`src/rtl/master_arbiter.sv`:
```
// master_arbiter
//   Round-robin bus arbiter. Produces a registered one-hot grant and the binary
//   SEL code for the downstream bus multiplexer. A grant is held until the owner
//   drops its request, followed by one dead turnaround cycle before the next grant.
//   Optional watchdog (build macro ARB_TIMEOUT_EN) revokes an owner that keeps
//   the bus for MAX_HOLD cycles and gives it lowest priority for the next pick.
//
// Ports
//   CLK      in   clock, all state on rising edge
//   RESET_N  in   asynchronous active-low reset
//   REQ      in   per-master request level, held for the whole transfer
//   GNT      out  one-hot grant, all-zero when no owner (registered)
//   SEL      out  index of current/last owner for the multiplexer (registered)
//   BUSY     out  high while a grant is active (|GNT)
//   TIMEOUT  out  one-cycle pulse on watchdog revoke; constant 0 without ARB_TIMEOUT_EN
//
// States
//   ST_IDLE    | no owner, arbitrate on any request
//   ST_GRANT   | owner holds the bus while its request stays high
//   ST_RELEASE | bus turnaround cycle, arbitrate exactly as in idle

module master_arbiter #(
  parameter int NUM_OF_INPUT    = 16,
  parameter int NUM_OF_SEL_BITS = 4,
  parameter int MAX_HOLD        = 255
) (
  input  logic                       CLK,
  input  logic                       RESET_N,
  input  logic [NUM_OF_INPUT-1:0]    REQ,
  output logic [NUM_OF_INPUT-1:0]    GNT,
  output logic [NUM_OF_SEL_BITS-1:0] SEL,
  output logic                       BUSY,
  output logic                       TIMEOUT
);

  typedef enum logic [1:0] {
    ST_IDLE    = 2'd0,
    ST_GRANT   = 2'd1,
    ST_RELEASE = 2'd2
  } state_t;

  state_t                     r_state, w_state_nxt;
  logic [NUM_OF_INPUT-1:0]    r_gnt, w_gnt_nxt;
  logic [NUM_OF_SEL_BITS-1:0] r_sel, w_sel_nxt;
  logic [NUM_OF_SEL_BITS-1:0] r_ptr, w_ptr_nxt;

  logic                       w_any;
  logic [NUM_OF_SEL_BITS-1:0] w_win;
  int                         w_idx;
  logic                       w_new_grant;
  logic                       w_revoke;

  // Search starts one past the last owner and wraps, so the last owner is
  // considered last and still wins when it is the only requester.
  always_comb begin
    w_any = 1'b0;
    w_win = '0;
    w_idx = 0;
    for (int k = 1; k <= NUM_OF_INPUT; k++) begin
      w_idx = int'(r_ptr) + k;
      if (w_idx >= NUM_OF_INPUT) w_idx = w_idx - NUM_OF_INPUT;
      if (!w_any && REQ[NUM_OF_SEL_BITS'(w_idx)]) begin
        w_any = 1'b1;
        w_win = NUM_OF_SEL_BITS'(w_idx);
      end
    end
  end

  always_comb begin
    w_state_nxt = r_state;
    w_gnt_nxt   = r_gnt;
    w_sel_nxt   = r_sel;
    w_ptr_nxt   = r_ptr;
    w_new_grant = 1'b0;
    case (r_state)
      ST_IDLE, ST_RELEASE: begin
        if (w_any) begin
          w_state_nxt      = ST_GRANT;
          w_gnt_nxt        = '0;
          w_gnt_nxt[w_win] = 1'b1;
          w_sel_nxt        = w_win;
          w_ptr_nxt        = w_win;
          w_new_grant      = 1'b1;
        end else begin
          w_state_nxt = ST_IDLE;
          w_gnt_nxt   = '0;
        end
      end
      ST_GRANT: begin
        // SEL keeps the owner index through release so the mux output is stable.
        if (!REQ[r_ptr] || w_revoke) begin
          w_state_nxt = ST_RELEASE;
          w_gnt_nxt   = '0;
        end
      end
      default: begin
        w_state_nxt = ST_IDLE;
        w_gnt_nxt   = '0;
      end
    endcase
  end

  always_ff @(posedge CLK or negedge RESET_N) begin
    if (!RESET_N) begin
      r_state <= ST_IDLE;
      r_gnt   <= '0;
      r_sel   <= '0;
      r_ptr   <= NUM_OF_SEL_BITS'(NUM_OF_INPUT - 1);
    end else begin
      r_state <= w_state_nxt;
      r_gnt   <= w_gnt_nxt;
      r_sel   <= w_sel_nxt;
      r_ptr   <= w_ptr_nxt;
    end
  end

`ifdef ARB_TIMEOUT_EN
  localparam logic [15:0] HOLD_LAST = 16'(MAX_HOLD - 1);

  logic [15:0] r_hold_cnt;
  logic        r_timeout;

  // Counter holds the number of completed grant cycles; revoke fires on the
  // edge that would make it MAX_HOLD. The pointer is left on the offender.
  assign w_revoke = (r_state == ST_GRANT) && REQ[r_ptr] && (r_hold_cnt == HOLD_LAST);

  always_ff @(posedge CLK or negedge RESET_N) begin
    if (!RESET_N) begin
      r_hold_cnt <= '0;
      r_timeout  <= 1'b0;
    end else begin
      r_timeout <= w_revoke;
      if (w_new_grant)              r_hold_cnt <= '0;
      else if (r_state == ST_GRANT) r_hold_cnt <= r_hold_cnt + 16'd1;
    end
  end

  assign TIMEOUT = r_timeout;
`else
  logic w_unused;

  assign w_revoke = 1'b0;
  assign TIMEOUT  = 1'b0;
  assign w_unused = w_new_grant | (MAX_HOLD != 0);
`endif

  assign GNT  = r_gnt;
  assign SEL  = r_sel;
  assign BUSY = |r_gnt;

endmodule

```
`config.mk`:
```
export PLATFORM = sky130hd
export DESIGN_NAME = master_arbiter
export DESIGN_NICKNAME = d
export VERILOG_FILES = /design/src/rtl/master_arbiter.sv
export SDC_FILE = /design/constraint.sdc
export NUM_CORES = 1
export LEC_CHECK = 0
export ABC_CLOCK_PERIOD_IN_PS = 5000
export CORE_UTILIZATION = 60
export CTS_CLUSTER_DIAMETER = 150
export DETAILED_ROUTE_END_ITERATION = 12
export DONT_BUFFER_PORTS = 1
export PLACE_DENSITY = 0.78
export SLEW_MARGIN = 20
export SYNTH_ARGS = -nofsm -noshare
export SYNTH_HDL_FRONTEND = slang
export SYNTH_SLANG_ARGS = --single-unit
export TNS_END_PERCENT = 30
```
`constraint.sdc`:
```
create_clock -name CLK -period 5 [get_ports CLK]
set_clock_uncertainty 0.1 [all_clocks]
set_input_delay 1 -clock CLK [delete_from_list [all_inputs] [get_ports CLK]]
set_output_delay 1 -clock CLK [all_outputs]
set_load 0.005 [all_outputs]
```
After elaboration in Yosys (flattened, before gate mapping):

Index checks and enable logic that the tools add are counted.

* add/subtract/negate cells: 32
* magnitude comparators: 35
* equal/unequal tests: 3
* mux-type cells: 106
* reductions and logical operators: 35

Operator list (count)
* 2-to-1 mux 4 bit: 32
* < comparator 4 x 6 -> 1 bit, second input constant: 16
* greater-or-equal comparator 5 bit, second input constant: 15
* binary-select mux 1 bit (select 4 bit): 17
* subtractor 4 x 1 -> 4 bit, second input constant: 16
* 2-to-1 mux 1 bit: 51
* adder 4 x 4 -> 5 bit, second input constant: 8
* 2-to-1 mux 16 bit: 2
* case mux 16 bit (2 select lines): 1
* adder 4 x 3 -> 5 bit, second input constant: 4
* logical AND 1 bit: 16
* OR reduction 16 bit: 1
* logical NOT 1 bit: 15
* adder 4 x 2 -> 5 bit, second input constant: 2
* < comparator 4 x 5 -> 1 bit, second input constant: 2
* adder 4 x 5 -> 6 bit, second input constant: 1
* greater-or-equal comparator 6 x 5 -> 1 bit, second input constant: 1
* adder 4 x 1 -> 5 bit, second input constant: 1
* demux 1 bit (select 4 bit): 1
* greater-or-equal comparator 4 x 1 -> 1 bit, second input constant: 1
* case mux 2 bit (2 select lines): 1
* equality test 2 x 1 -> 1 bit, second input constant: 1
* equality test 2 bit, second input constant: 1
* logical NOT 2 bit: 1
* other kinds (4): 4

* register bits: 26
* bits of input ports: 18
* output and inout bits: 22
* word-level logic and storage cells: 215

Logic depth before layout (Yosys ltp):

* depth in word-level cells: 58
* depth in mapped cells: 18
* depth with buffers taken out: 12

Least setup slack after synthesis:

No wires, ideal clock.

* kind: register to register
* start: register r_ptr[0]
* end: register r_gnt[4] (netlist: GNT[4])
* setup time: 0.076 ns
* arrival time: 4.983 ns
* required time: 4.824 ns
* path slack: -0.159 ns
* stages on the path, launching flop included: 17
* buffers on the path: 5
* clock period less this slack: 5.159 ns
* cells stage by stage: dfstp_2 > buf_6 > buf_2 > buf_2 > buf_1 > inv_1 > ha_1 > clkbuf_1 > mux4_2 > mux4_2 > or2_4 > or3_4 > or2_4 > o32ai_4 > a2bb2oi_4 > or3b_1 > o21ai_1

* cells in the longest elaborated chain, start to end: 58
* elaborated cells between the ends (all ways): 184
* classes of those cells: 32 x add/sub; 18 x order compare; 1 x eq/ne; 102 x mux; 31 x reduce/logical

RTL lines
* start, declared: line 45 `logic [NUM_OF_SEL_BITS-1:0] r_ptr, w_ptr_nxt;`
* start signal, assigned: line 108 `r_ptr <= NUM_OF_SEL_BITS'(NUM_OF_INPUT - 1);`
* start signal, assigned: line 113 `r_ptr <= w_ptr_nxt;`
* adder 4 x 1 -> 5 bit: line 60 `w_idx = int'(r_ptr) + k;`
* subtractor 4 x 1 -> 4 bit or greater-or-equal comparator 5 bit (tied branches): line 61 `if (w_idx >= NUM_OF_INPUT) w_idx = w_idx - NUM_OF_INPUT;`
* 2-to-1 mux 4 bit: line 61
* binary-select mux 1 bit (select 4 bit): line 62 `if (!w_any && REQ[NUM_OF_SEL_BITS'(w_idx)]) begin`
* 2-to-1 mux 1 bit (not written as such) (2 in series): line 62
* 2-to-1 mux 1 bit: line 62
* logical NOT 1 bit: line 62
* logical AND 1 bit: line 62
* (+41 left out)
* logical AND 1 bit: line 62
* 2-to-1 mux 4 bit: line 62
* < comparator 4 x 5 -> 1 bit (not written as such) or greater-or-equal comparator 4 x 1 -> 1 bit (tied branches): line 80 `w_gnt_nxt[w_win] = 1'b1;`
* logical AND 1 bit (not written as such): line 80
* 2-to-1 mux 1 bit (not written as such): line 80
* demux 1 bit (select 4 bit): line 80
* 2-to-1 mux 16 bit: line 77 `if (w_any) begin`
* case mux 16 bit (2 select lines): line 75 `case (r_state)`
* end signal, assigned: line 111 `r_gnt <= w_gnt_nxt;`
* end, declared: line 43 `logic [NUM_OF_INPUT-1:0] r_gnt, w_gnt_nxt;`

Several ways; a longest one is shown, not always the timed one. The select of a mux whose other input is x is not followed.
A chain may end at the register's enable or synchronous reset.

Worst setup path in the final report:

* start: register r_ptr[2]
* end: register r_gnt[3] (netlist: GNT[3])

Same word-level chain as after synthesis.

==> flow_summary.json <==
{
  "outcome": "completed",
  "crit_buf_inv": 1,
  "synth-seq-cells": 26,
  "synth_area_sq_mm": 0.00392,
  "rows": 29,
  "syn_area_per_cell_sq_um": 9.45,
  "synth_warnings": 0,
  "synthXorXnorAreaFrac_pct": 2.46,
  "crit_path_max_fanout": 17,
  "drt_iter0_drc": 491,
  "die_height_um": 82.9,
  "wire_per_inst_um": 25.0,
  "end_kind": "flop",
  "synthArstFlopShare_pct": 100,
  "syn_nets": 441,
  "dr.pass1.iters": 5,
  "synth_simple_gate_area_share_pct": 17.4,
  "dieArea_sq_mm": 0.00687,
  "antenna_found_initial": 0,
  "dieWidth_um": 82.9,
  "cp_cell_sequence": "ha_1 > a21bo_2 > and2_1 > a2111oi_0 > buf_4 > or4_1 > or3_4 > or2_2 > a221oi_1 > o32ai_1 > nor2_1 > a22o_1",
  "drc": 0,
  "cts.sinks": 26,
  "drive_above_1_share_pct": 23.2,
  "grt_pass1_wl_um": 19800,
  "antenna_cells": 0,
  "vias_per_cell": 7.74,
  "cts_buffer_depth": 2,
  "overflow": 0,
  "htree_levels": 1,
  "slew_headroom_pct": 34.8,
  "vias": 3833,
  "io_pins": 40,
  "finalNonFillerCells": 495,
  "synth_edf_count": 0,
  "hold_class": "primary input to async pin",
  "synthCells": 415,
  "core_area_sq_mm": 0.00631,
  "grt_max_degree": 50,
  "clkSlewWorstSetupHoldPaths_ps": 90,
  "yosysSeqAreaShare_pct": 16.7,
  "clk_latency_ps": 270,
  "grt_usage_pct": 36.5,
  "max_stage_delay_ps": 790,
  "yosys_most_used_dff": "dfrtp_1",
  "maxCapViolations": 0,
  "synth.area.top_cells": "mux4_2, dfrtp_1, mux2i_1, mux2_2, nand2_1",
  "synth_top_area_cell": "mux4_2",
  "cts_tree": "yes",
  "drv_slew": 0,
  "hold_viol_final": 0,
  "post-route-period-util_pct": 95.0,
  "critPathRequiredTime_ps": 5120,
  "routed_wl_um": 12400,
  "place_congestion": 0.997,
  "grt_pass1_vias": 3532,
  "synthDistinctLibCells": 71,
  "tightest_slew_ps": 974,
  "initial_core_util_pct": 62.1,
  "critical_path.top_delay_family": "simple AND/OR/NAND/NOR gates",
  "syn_to_final_growth_pct": 5.84,
  "synth_top_family_by_area": "multiplexers",
  "fillers": 525,
  "synth_top_area_share_pct": 16.6,
  "cp_slowest_cell": "dfstp_2",
  "synth_compound_area_share_pct": 20.4,
  "cts_inserted_buffers": 3,
  "port_buffers": 0,
  "dp_hpwl_um": 9180,
  "final_util_pct": 65.8,
  "antenna_left": 0,
  "finalSetupTns_ps": 0,
  "holdBufCountCts": 0,
  "arrival_ps": 4870,
  "synthMuxAreaShare_pct": 36.1,
  "finalCriticalPeriod_ps": 4750,
  "rsz0062_at_grt": "false",
  "dpl.cell_count": 491,
  "start_kind": "flop",
  "synthAdderAreaFrac_pct": 2.55,
  "root_buffer": "clkbuf_8",
  "fin_nets": 445,
  "fmax_mhz": 211,
  "worstSetupPathType": "flop to flop",
  "setup_viol": 0
}
==> worst paths after layout <==
kind | startpoint | end | slack, ps | cells past startpoint
worst max register to register | r_ptr[2] | GNT[3] | 250 | 12
worst min register to register | r_state[1] | r_state[1] | 360 | 1
worst max-delay path | r_ptr[2] | GNT[3] | 250 | 12
min in group CLK | r_state[1] | r_state[1] | 360 | 1
max in group asynchronous | RESET_N | r_ptr[0] | 4310 | 0
worst min-delay path | RESET_N | GNT[1] | 300 | 0
==> routing by layer <==
layer | vias up | global-route usage (%) | part of all wire, %
li1 | 1645 | - | -
met1 | 1878 | 53.1 | 41
met2 | 258 | 51.9 | 44
met3 | 52 | 8.45 | 11
met4 | 0 | 16.0 | 4.3
met5 | - | 0 | 0
==> cell usage in the layout, fill, tap and decap left out, types with 5 or more instances in the layout <==
| cell | netlist | routed |
|---|---|---|
| mux2_2 | 20 | 20 |
| a22o_1 | 9 | 9 |
| mux2i_1 | 38 | 38 |
| dfrtp_1 | 22 | 22 |
| inv_1 | 9 | 9 |
| mux4_2 | 29 | 29 |
| a2111oi_0 | 5 | 5 |
| ha_1 | 8 | 8 |
| buf_4 | 2 | 22 |
| nand2_1 | 47 | 47 |
| o21ai_0 | 13 | 13 |
| mux4_1 | 6 | 6 |
| o21ai_1 | 6 | 6 |
| nor2_1 | 27 | 27 |
| xnor2_1 | 6 | 6 |
| nand3_1 | 7 | 7 |
| nor2b_1 | 8 | 8 |
| nor4_1 | 9 | 9 |
| a21oi_1 | 18 | 18 |
| xor2_1 | 5 | 5 |
| nor3_1 | 5 | 5 |
==> area by class of cell <==
cell class              instances  area [sq um]  share of cell area, %
clock buffers                   3          41.3                  0.994
inverters                      10          37.5                  0.904
flip-flops and latches         26           656                   15.8
well taps                      77          96.3                   2.32
clock inverters                 1          30.0                  0.723
repair buffers                 23           185                   4.46
multi-input cells             355          3110                   74.8
==> worst reg2reg max path, cell delays in order, from the launching register on <==
cell	delay (ps)
dfstp_2	790
ha_1	280
a21bo_2	190
and2_1	370
a2111oi_0	190
buf_4	180
or4_1	640
or3_4	490
or2_2	340
a221oi_1	380
o32ai_1	210
nor2_1	350
a22o_1	190
==> stage by stage <==
step / worst slack, ps / hold WS (ps) / cell area (sq um)
after CTS: 308 / 298 / 4150
final: 250 / 305 / 4150
after global placement: 398 / 337 / 4080
after detailed placement: 301 / 347 / 4080
after floorplan: 114 / 309 / 3930
after global routing: 51.6 / 288 / 4150
==> cell usage after synthesis (4+ instances only) <==
cell / instances
nand2_1: 47
mux2i_1: 38
mux4_2: 29
nor2_1: 27
dfrtp_1: 22
mux2_2: 20
a21oi_1: 18
o21ai_0: 13
clkbuf_1: 10
a22o_1: 9
inv_1: 9
nor4_1: 9
ha_1: 8
nor2b_1: 8
buf_2: 7
nand3_1: 7
mux4_1: 6
o21ai_1: 6
xnor2_1: 6
a2111oi_0: 5
nor3_1: 5
xor2_1: 5
a21o_1: 4
a221oi_1: 4
a22oi_1: 4
a31oi_1: 4
and2_1: 4
and3_1: 4
dfstp_2: 4
nor3b_1: 4
o2111ai_1: 4
o22ai_1: 4
or2_2: 4
==> state kept, by name (all words and copies together), names as in the netlist <==
signal,count
SEL,4
GNT,16
r_state,2
r_ptr,4
==> cell families after synthesis <==
| logic type | Yosys count |
|---|---|
| xor+xnor | 11 |
| other cells | 1 |
| buf+inv | 34 |
| flops | 26 |
| fa+ha+maj | 8 |
| mux | 93 |
| simple gates | 135 |
| compound gates | 107 |
==> timing repair <==
action                                 4_1_cts  5_1_grt
buffers inserted                             0        0
endpoints found under the hold margin        0        0
gates resized for setup                      0        1
setup endpoints to repair                    0        7
Power is not shown: default switching activity piles up to over one toggle a cycle in this logic, so the estimate is an artifact.
